`config.mk`:
```
export PLATFORM = sky130hd
export DESIGN_NAME = agg_acc
export DESIGN_NICKNAME = d
export VERILOG_FILES = /design/src/rtl/agg_acc.sv
export SDC_FILE = /design/constraint.sdc
export NUM_CORES = 1
export LEC_CHECK = 0
export ABC_AREA = 1
export BUFFER_PORTS_ARGS = -buffer_cell sky130_fd_sc_hd__clkbuf_2
export CAP_MARGIN = 20
export CELL_PAD_IN_SITES_DETAIL_PLACEMENT = 0
export CELL_PAD_IN_SITES_GLOBAL_PLACEMENT = 2
export CORE_MARGIN = 1.5
export CORE_UTILIZATION = 33
export DETAILED_ROUTE_END_ITERATION = 8
export PLACE_DENSITY_LB_ADDON = 0.1
export SYNTH_ARGS = -nofsm -noshare
export SYNTH_HDL_FRONTEND = slang
export SYNTH_SLANG_ARGS = --single-unit
```
`constraint.sdc`:
```
create_clock -name clk -period 3.82 [get_ports clk]
set_input_delay 0.573 -clock clk [delete_from_list [all_inputs] [get_ports clk]]
set_output_delay 0.573 -clock clk [all_outputs]
set_load 0.05 [all_outputs]
```
`src/rtl/agg_acc.sv`:
```
`default_nettype none
// ============================================================================
// Module      : agg_acc
// Description : Multi-channel signed packet accumulator. Beats are summed per
//               channel with saturation; on the last beat the result is held
//               with sign/activation/saturation flags and a beat count until
//               the downstream consumer accepts it.
//               Optional build macro AGG_ACC_RELU_EN: when defined, out_data
//               applies a ReLU (negative accumulators read as zero).
// Revision    : 1.0 - initial release
// ============================================================================
module agg_acc #(
  parameter int DATA_W = 12,
  parameter int ACC_W  = 16,
  parameter int NUM_CH = 4,
  parameter int CNT_W  = 8
) (
  input  logic                       clk,
  input  logic                       rst,
  input  logic                       in_valid,
  output logic                       in_ready,
  input  logic [NUM_CH*DATA_W-1:0]   in_data,
  input  logic                       in_last,
  output logic                       out_valid,
  input  logic                       out_ready,
  output logic [NUM_CH*ACC_W-1:0]    out_data,
  output logic [NUM_CH-1:0]          out_sign,
  output logic [NUM_CH-1:0]          out_act,
  output logic [NUM_CH-1:0]          out_sat,
  output logic [CNT_W-1:0]           out_cnt
);

  typedef enum logic [0:0] {
    ST_ACC  = 1'b0,
    ST_HOLD = 1'b1
  } state_t;

  localparam logic signed [ACC_W-1:0] c_acc_max = {1'b0, {(ACC_W-1){1'b1}}};
  localparam logic signed [ACC_W-1:0] c_acc_min = {1'b1, {(ACC_W-1){1'b0}}};
  localparam logic [CNT_W-1:0]        c_cnt_max = '1;
  localparam logic [CNT_W-1:0]        c_cnt_one = CNT_W'(1);

  state_t           r_state;
  logic             r_in_ready;
  logic             r_out_valid;
  logic             r_first;
  logic [CNT_W-1:0] r_cnt;
  logic             w_accept;

  // A beat is taken only while collecting; HOLD deasserts in_ready so the
  // release cycle can never double as an accept cycle.
  assign w_accept  = in_valid & r_in_ready;
  assign in_ready  = r_in_ready;
  assign out_valid = r_out_valid;
  assign out_cnt   = r_cnt;

  // Control FSM: handshake flags, first-beat tracking and saturating beat count
  always_ff @(posedge clk or posedge rst) begin
    if (rst) begin
      r_state     <= ST_ACC;
      r_in_ready  <= 1'b1;
      r_out_valid <= 1'b0;
      r_first     <= 1'b1;
      r_cnt       <= '0;
    end else begin
      case (r_state)
        ST_ACC: begin
          if (in_valid) begin
            // The beat after a last beat always starts a new packet.
            r_first <= in_last;
            if (r_first) begin
              r_cnt <= c_cnt_one;
            end else if (r_cnt != c_cnt_max) begin
              r_cnt <= r_cnt + c_cnt_one;
            end
            if (in_last) begin
              r_state     <= ST_HOLD;
              r_in_ready  <= 1'b0;
              r_out_valid <= 1'b1;
            end
          end
        end
        ST_HOLD: begin
          if (out_ready) begin
            r_state     <= ST_ACC;
            r_in_ready  <= 1'b1;
            r_out_valid <= 1'b0;
          end
        end
        default: begin
          r_state     <= ST_ACC;
          r_in_ready  <= 1'b1;
          r_out_valid <= 1'b0;
        end
      endcase
    end
  end

  genvar k;
  generate
    for (k = 0; k < NUM_CH; k++) begin : g_ch
      logic signed [DATA_W-1:0] w_in;
      logic signed [ACC_W-1:0]  w_sext;
      logic signed [ACC_W:0]    w_sum;
      logic                     w_ovf;
      logic signed [ACC_W-1:0]  w_clamped;
      logic signed [ACC_W-1:0]  r_acc;
      logic                     r_sat;

      assign w_in   = in_data[k*DATA_W +: DATA_W];
      assign w_sext = ACC_W'(w_in);
      // One guard bit is enough: the sum of two ACC_W-bit values fits ACC_W+1.
      assign w_sum  = (ACC_W+1)'(r_acc) + (ACC_W+1)'(w_sext);
      assign w_ovf  = w_sum[ACC_W] ^ w_sum[ACC_W-1];
      assign w_clamped = w_ovf ? (w_sum[ACC_W] ? c_acc_min : c_acc_max)
                               : w_sum[ACC_W-1:0];

      // Per-channel accumulator with sticky clamp flag, restarted on a first beat
      always_ff @(posedge clk or posedge rst) begin
        if (rst) begin
          r_acc <= '0;
          r_sat <= 1'b0;
        end else if (w_accept) begin
          if (r_first) begin
            r_acc <= w_sext;
            r_sat <= 1'b0;
          end else begin
            r_acc <= w_clamped;
            r_sat <= r_sat | w_ovf;
          end
        end
      end

      assign out_sign[k] = r_acc[ACC_W-1];
      assign out_act[k]  = ~r_acc[ACC_W-1];
      assign out_sat[k]  = r_sat;
`ifdef AGG_ACC_RELU_EN
      assign out_data[k*ACC_W +: ACC_W] = r_acc[ACC_W-1] ? '0 : r_acc;
`else
      assign out_data[k*ACC_W +: ACC_W] = r_acc;
`endif
    end
  endgenerate

endmodule
`default_nettype wire

```
Word level (Yosys, flattened, before mapping)
Cells that the tools add are included.
Word-level totals
  flip-flop bits (word level): 80
  bits of input ports: 53
  output and inout bits: 86
  logic and storage cells: 70
Operators by class
  add/sub/neg operators: 5
  eq/ne operators: 4
  mux-type cells: 30
  bitwise gates (word level): 14
  reductions and logical operators: 4
Operator list (number)
  $mux 16: 12
  $add 16x12->17: 4
  $mux 8: 2
  $mux 1: 13
  $add 8x1->8 const B: 1
  $ne 8x8->1 const B: 1
  $ne 2x2->1 const B: 3
  $pmux 1 s2: 3
  $reduce_and 3->1: 2
  $not 1->1: 5
  $or 1x1->1: 4
  $xor 1x1->1: 4
  $reduce_and 2->1: 1
  $reduce_bool 2->1: 1
  $and 1x1->1: 1

Depth between registers and ports, before layout
Gate-level depths: netlist of the first run.
  depth in word-level cells: 4
  depth in mapped cells: 18
  mapped depth without buffers: 17

Worst setup path after synthesis of the first run
No wires, ideal clock.
  kind: reg-to-reg
  start point: reg g_ch[3].r_acc[0]
  end point: reg g_ch[3].r_acc[1]
  setup time: 0.118 ns
  data arrival time: 2.415 ns
  required time: 3.702 ns
  setup slack: 1.287 ns
  stages on the path, launching flop included: 15
  buffers on the path: 1
  clock period less this slack: 2.533 ns
  cell sequence: dfrtp_1 ha_1 inv_1 fa_1 o21ai_0 nand3_1 nand2_2 nand2_2 nand3_1 nand2_2 a21oi_4 buf_6 nand2_1 nand2_1 nand2_1
On the way
  cells in the longest elaborated chain, start to end: 4
  elaborated cells on any way between the ends: 5
  those cells by class: add/sub: 1; mux: 3; bitwise: 1
RTL lines
  start, declared: RTL line 107  | logic signed [ACC_W-1:0] r_acc;
  start signal, assigned: RTL line 125  | r_acc <= w_sext;
  start signal, assigned: RTL line 128  | r_acc <= w_clamped;
  $add 16x12->17 *: RTL line 113  | assign w_sum = (ACC_W+1)'(r_acc) + (ACC_W+1)'(w_sext);
  $mux 16 or $xor 1x1->1 (tied branches): RTL line 115, 114
  $mux 16 *: RTL line 115  | assign w_clamped = w_ovf ? (w_sum[ACC_W] ? c_acc_min : c_acc_max)
  $mux 16 *: RTL line 124  | if (r_first) begin
Mark *: on every way between the ends. The rest lies on a longest branch, timed or not.
A chain may end at the register's enable or synchronous reset.

Worst setup path in the final report of the first run
  start point: reg g_ch[3].r_acc[0]
  end point: reg g_ch[3].r_acc[8]
The elaborated chain is that of the path after synthesis.

==> flow_summary.ini, run 1 <==
[run_status]
outcome = complete, no violations

[pwr]
vdd_drop_max_mv = 0.436
p_leak_nw = 5.45
p_per_area_mw_per_mm2 = 1030

[placed_design]
numPortBuffers = 138
pre_cts_slack_ns = 0.850
routabilityCongestion = 0.807
place_hpwl_um = 17400

[sta]
fin_crit_ns = 2.62
hold_ws_ns = 0.305
clock_skew_ns = 0.0108
min_period_over_period_pct = 68.6
hold_viol = 0
worst_pin_slew_ns = 0.622
finalWorstSetupSlack_ns = 1.20
setup_violations = 0
finalSetupTns_ns = 0
rsz0062_at_grt = no
drv_slew = 0
relSlewSlack_pct = 58.5
max_freq_mhz = 382

[setup_path]
critical_path_arrival_ns = 2.86
worstPathRequired_ns = 4.06
rr_worst_depth = 13
worstSetupPathType = flop to flop
endpoint_kind = flop
crit_fanout = 15
startpoint_type = flop

[floorplan]
die_h_um = 158
die_width_um = 158
start_util_pct = 33.7
rows = 56
ioPinCount = 139
die_area_mm2 = 0.0250
core_area_mm2 = 0.0235

[clock_tree]
post_cts_resized = 0
cts_buffers = 9
cts_root_buffer = clkbuf_16
cts_tree = built
clockBufferDepth = 2
cts_sinks = 80
clkTransAtPathRegs_ns = 0.07
cts_setup_buffers = 0
clk_latency_ns = 0.35
htreeDepth = 3
cts_hold_buf = 0

[yosys]
synth_cell_types = 41
yosys_warnings = 0
synth-compound-area-share_pct = 8.03
synth_enable_flop_cells = 0
yosysSeqAreaShare_pct = 25.3
synthAdderAreaFrac_pct = 11.3
synth_fp_nets = 1402
synthArstFlopShare_pct = 100
synth_area_mm2 = 0.00793
synth_top_family_by_area = simple AND/OR/NAND/NOR gates
yosys_most_used_dff = dfrtp_1
synth-xor-area-share_pct = 3.97
yosys.area_share.simple_pct = 42.2
synthCells = 1280
avgSynthCellArea_um2 = 6.20
synth.area.mux_share_pct = 0
synth-seq-cells = 80

[drt]
vias = 7734
drc = 0
drtPass1Iterations = 4
ant_nets = 0
avgViaCountPerCell = 4.49
drt_iter0_markers = 414
wl_per_cell_um = 13.3
wirelength_um = 23000

[global_route]
grt_max_degree = 81
track_usage_pct = 18.9
antenna_found_initial = 0
grt_pass1_wl_um = 37600
first_global_vias = 7480
grt_overflow_total = 0

[final_layout]
fin_util_pct = 38.8
nNetsFinal = 1522
n_fill_cell = 2685
mostFrequentLayoutCells = 562 x nand2_1, 138 x clkbuf_2, 131 x inv_1, 125 x nor2_1, 78 x dfrtp_1
regArea_mm2 = 0.00200
antenna_cells = 0
syn_to_final_growth_pct = 15.3
drive_above_1_share_pct = 14.2
final_common_cell = nand2_1
multiInputGateArea_mm2 = 0.00520

[run]
cap_violations = 0

[min_path]
hp-class = input port to asynchronous set/reset pin
[Yosys cell counts (9+ instances only)]
library cell,count,area (µm²)
nand2_1,563,2110
inv_1,132,495
nor2_1,125,469
dfrtp_1,78,1950
nand3_1,74,370
ha_1,65,813
a21oi_1,63,315
xor2_1,25,219
o21ai_0,19,95.1
nand2_2,17,106
clkbuf_1,13,48.8
and2_1,12,75.1
xnor2_1,11,96.3
o21bai_1,10,75.1
buf_4,9,67.6
[area by class of cell]
cell class	instances	area share (%)
Multi-Input combinational cell	1032	56.9
Sequential cell	80	21.9
Timing Repair Buffer	141	7.94
Inverter	136	5.60
Tap cell	319	4.37
Clock buffer	13	2.85
Clock inverter	3	0.438
[per-stage QoR]
| stage | total power [mW] | cells | instance area, µm² |
|---|---|---|---|
| 6_report | 9.40 | 1724 | 9140 |
| 2_1_floorplan | 7.13 | 1280 | 7930 |
| 5_1_grt | 10.4 | 1724 | 9140 |
| 3_5_place_dp | 8.55 | 1708 | 8840 |
| 3_3_place_gp | 8.58 | 1708 | 8840 |
| 4_1_cts | 9.55 | 1724 | 9140 |
[state kept, by name, indices dropped and copies added, names as in the netlist]
register and flops:
out_cnt 8, g_ch.r_sat 4, g_ch.r_acc 64, r_first 1, out_valid 1, in_ready 1, r_state 1
[report_power, final]
part | switching [mW] | total [mW] | internal [mW]
Combinational | 4.81 | 6.85 | 2.05
Clock | 0.398 | 0.940 | 0.543
Sequential | 0.371 | 1.60 | 1.23
[kinds of logic (layout without fill, tap and decap cells)]
kind of cell	after synthesis	after routing
AND/OR/NAND/NOR	819	819
buffers and inverters	168	293
AO/OA/AOI/OAI	108	108
flip-flops	80	80
adder cells (fa/ha/maj)	69	69
XOR/XNOR	36	36
[routing by layer]
layer	up-vias	global-route usage, %	wire length, µm
met5	-	0	0
met4	0	4.54	205
met2	111	31.7	10400
li1	4213	-	-
met3	15	2.82	881
met1	3395	25.5	11500
[worst paths after layout]
path	start	to	slack, ns
max	g_ch[3].r_acc[0]	g_ch[3].r_acc[8]	1.20
min	rst	g_ch[1].r_acc[3]	0.30
max reg2reg	g_ch[3].r_acc[0]	g_ch[3].r_acc[8]	1.20
min reg2reg	out_valid	out_valid	0.48
max in group asynchronous	rst	in_ready	3.13
min in group clk	out_ready	r_state	0.43
[critical path, stage by stage, from the launching register on]
cell and delay, ns:
dfrtp_1 0.38, ha_1 0.19, inv_1 0.06, fa_1 0.40
o21ai_0 0.31, nand3_1 0.15, nand2_2 0.13, nand2_2 0.07
nand3_1 0.08, nand2_2 0.08, a21oi_4 0.41, nand2_1 0.12
nand2_1 0.08, nand2_1 0.05
Note: power is estimated with default switching activity, not from simulation.
==> inputs of run 2 (changes only) <==
--- a/config.mk
+++ b/config.mk
@@ -5,7 +5,7 @@
 export SDC_FILE = /design/constraint.sdc
 export NUM_CORES = 1
 export LEC_CHECK = 0
-export ABC_AREA = 1
+export ABC_AREA = 0
 export BUFFER_PORTS_ARGS = -buffer_cell sky130_fd_sc_hd__clkbuf_2
 export CAP_MARGIN = 20
 export CELL_PAD_IN_SITES_DETAIL_PLACEMENT = 0
==> constraint.sdc (replaced) <==
create_clock -name clk -period 2.5 [get_ports clk]
set_input_delay 0.375 -clock clk [delete_from_list [all_inputs] [get_ports clk]]
set_output_delay 0.375 -clock clk [all_outputs]
set_load 0.05 [all_outputs]
==> run 2 against run 1 <==
Against the previous run: the flow now finishes with violations (negative setup slack); die area fell by 12%; worst setup slack got worse by 1.3 ns; utilization rose by 10 points; global-route usage rose by 2.3 points; synthesized cell count fell by 34%; sequential share of layout area fell by 2.1 points; clock-buffer cell count fell by 2; via count fell by 3.4%; critical endpoint is now g_ch[2].r_acc[12]; largest power group unchanged; highest routed layer unchanged.
==> flow_summary.ini, run 2 <==
[setup_path]
critical_path_arrival_ns = 2.87
cp_num_buf_inv = 1
path_delay_family = compound AO/OA/AOI/OAI gates
crit_fanout = 3
crit_chain = ha_4 > inv_2 > fa_2 > nor2b_2 > o31a_1 > o221a_4 > o2111ai_4 > nand3_2 > mux2_4 > and2_4 > a221o_1
endpoint_kind = flop
rrSetupSlack_ns = -0.14
cp_slowest_cell = dfrtp_2
worstSetupPathType = flop to flop
worstPathRequired_ns = 2.73
startpoint_type = flop
slowest_delay_ns = 0.43

[global_route]
grt_pass1_wl_um = 37500
grt_overflow_total = 0
grtUsageMet3_pct = 3.44
grtUsageMet1_pct = 27.4
first_global_vias = 7466
gr-usage-met2_pct = 35.9
track_usage_pct = 21.2
busiest_layer = met2
grt_max_degree = 46
antenna_found_initial = 0

[drt]
avgViaCountPerCell = 5.32
ant_nets = 0
drt_iter0_markers = 290
wirelength_um = 23700
drc = 0
wl_per_cell_um = 16.9
vias = 7472
drtPass1Iterations = 4

[sta]
setup_violations = 34
finalSetupTns_ns = -2.76
max_freq_mhz = 378
finalWorstSetupSlack_ns = -0.144
worst_pin_slew_ns = 0.607
drv_slew = 0
hold_viol = 0
clock_skew_ns = 0.0135
min_period_over_period_pct = 106
rsz0062_at_grt = yes
relSlewSlack_pct = 59.4
fin_crit_ns = 2.64

[yosys]
yosysSeqAreaShare_pct = 28.7
synth.most_common_cell = a21oi_1
yosys_warnings = 0
synth-seq-cells = 80
synthTopCellsByArea = dfrtp_1 28%, ha_1 12%, a21oi_1 7.7%
synth_top_area_share_pct = 27.9
synth_fp_nets = 965
synth_enable_flop_cells = 0
synth_cell_types = 75
yosys_most_used_dff = dfrtp_1
synth_area_mm2 = 0.00699
avgSynthCellArea_um2 = 8.30
ys_top_cells_by_count = 108 x a21oi_1, 94 x nand2_1, 78 x dfrtp_1, 68 x o21ai_0, 65 x ha_1
synthArstFlopShare_pct = 100
synthCells = 843
synth_top_area_cell = dfrtp_1

[run_status]
violations = negative setup slack
outcome = finished with violations

[final_layout]
antenna_cells = 0
largest_register_ffs = 64
final_common_cell = buf_4
multiInputGateArea_mm2 = 0.00538
regArea_mm2 = 0.00204
syn_to_final_growth_pct = 47.3
mostFrequentLayoutCells = 152 x buf_4, 138 x clkbuf_2, 80 x nand2_1, 72 x a21oi_1, 55 x o21ai_0
stdcell_area_mm2 = 0.0103
drive_above_1_share_pct = 43.6
n_fill_cell = 2066
fin_util_pct = 49.3
nNetsFinal = 1247
top_register = g_ch.r_acc

[floorplan]
start_util_pct = 33.5
die_area_mm2 = 0.0221
rows = 53
die_width_um = 149
ioPinCount = 139
core_area_mm2 = 0.0209
die_h_um = 149

[pwr]
p_per_area_mw_per_mm2 = 1600
vdd_drop_max_mv = 0.706
p_leak_nw = 4.61

[clock_tree]
cts_sinks = 80
clkTransAtPathRegs_ns = 0.07
cts_hold_buf = 0
cts_buffers = 9
htreeDepth = 3
cts_tree = built
clockBufferDepth = 2
clk_latency_ns = 0.36
cts_root_buffer = clkbuf_16

[run]
cap_violations = 0

[placed_design]
routabilityCongestion = 0.900
pre_cts_slack_ns = -0.290
place_hpwl_um = 17500
numPortBuffers = 138
dpl_cell_area_mm2 = 0.00933

[min_path]
hp-class = input port to asynchronous set/reset pin
## run 2: changes by cell type after synthesis, moves of 12 or more
| cell | change |
|---|---|
| a21o_1 | +17 |
| a21oi_1 | +45 |
| inv_1 | -103 |
| nand2_1 | -469 |
| nand2_2 | -17 |
| nand2b_1 | +20 |
| nand3_1 | -58 |
| nor2_1 | -87 |
| nor3_1 | +12 |
| o211ai_1 | +15 |
| o21a_1 | +17 |
| o21ai_0 | +49 |
| or3_1 | +38 |
| xnor2_1 | +20 |
## run 2: path summary, 6_finish.rpt
path / start / to / cells after the start
max: g_ch[2].r_acc[0] / g_ch[2].r_acc[12] / 11
min in group clk: out_ready / r_state / 2
max in group asynchronous: rst / g_ch[2].r_acc[11] / 4
max reg2reg: g_ch[2].r_acc[0] / g_ch[2].r_acc[12] / 11
min: rst / g_ch[3].r_acc[7] / 2
min reg2reg: out_valid / out_valid / 2
## run 2: logic make-up after synthesis
family	share of synthesized area [%]
adders and majority gates	12.8
xor gates and xnor gates	5.64
and+or+nand+nor	18.6
muxes	0.590
buffers and inverters	4.37
DFF	28.7
AOI/OAI and AO/OA	29.3
## run 2: layer usage
| layer | share of wire [%] | vias to the layer above |
|---|---|---|
| li1 | - | 3663 |
| met1 | 46 | 3631 |
| met2 | 48 | 148 |
| met3 | 3.6 | 30 |
| met4 | 2.0 | 0 |
| met5 | 0 | - |
## run 2: through the flow
step           total power [mW]  instances  hold slack (ns)
2_1_floorplan              10.3        843            0.465
3_3_place_gp               13.7       1367            0.392
3_5_place_dp               13.8       1367            0.406
4_1_cts                    15.6       1390           0.0200
5_1_grt                    17.6       1405           0.0354
6_report                   16.4       1405          0.00441
## run 2: final cells by class
cell class,instances,share of cell area [%]
Multi-Input combinational cell,694,52.2
Timing Repair Buffer,311,20.6
Sequential cell,80,19.8
Tap cell,275,3.34
Clock buffer,11,2.36
Inverter,29,1.07
Clock inverter,5,0.546
## run 2: timing repair
item | CTS | global route
buffers inserted | 7 | 13
pin swaps | 12 | 37
resized for setup | 24 | 91
hold endpoints to repair | 0 | 0
gates cloned | 0 | 3
endpoints found under the setup margin | 50 | 66
## run 2: power breakdown
part	switching (mW)	internal (mW)	total, mW
logic	7.28	5.22	12.5
clock network	0.605	0.802	1.41
registers	0.589	1.94	2.53
total	8.47	7.97	16.4
## run 2: worst register-to-register path, delay by kind of cell (launching register included)
family,cells,cell delay [ns]
compound gates,4,1.01
flops,1,0.43
fa+ha+maj,2,0.40
mux,1,0.31
simple gates,3,0.30
buf+inv,1,0.06
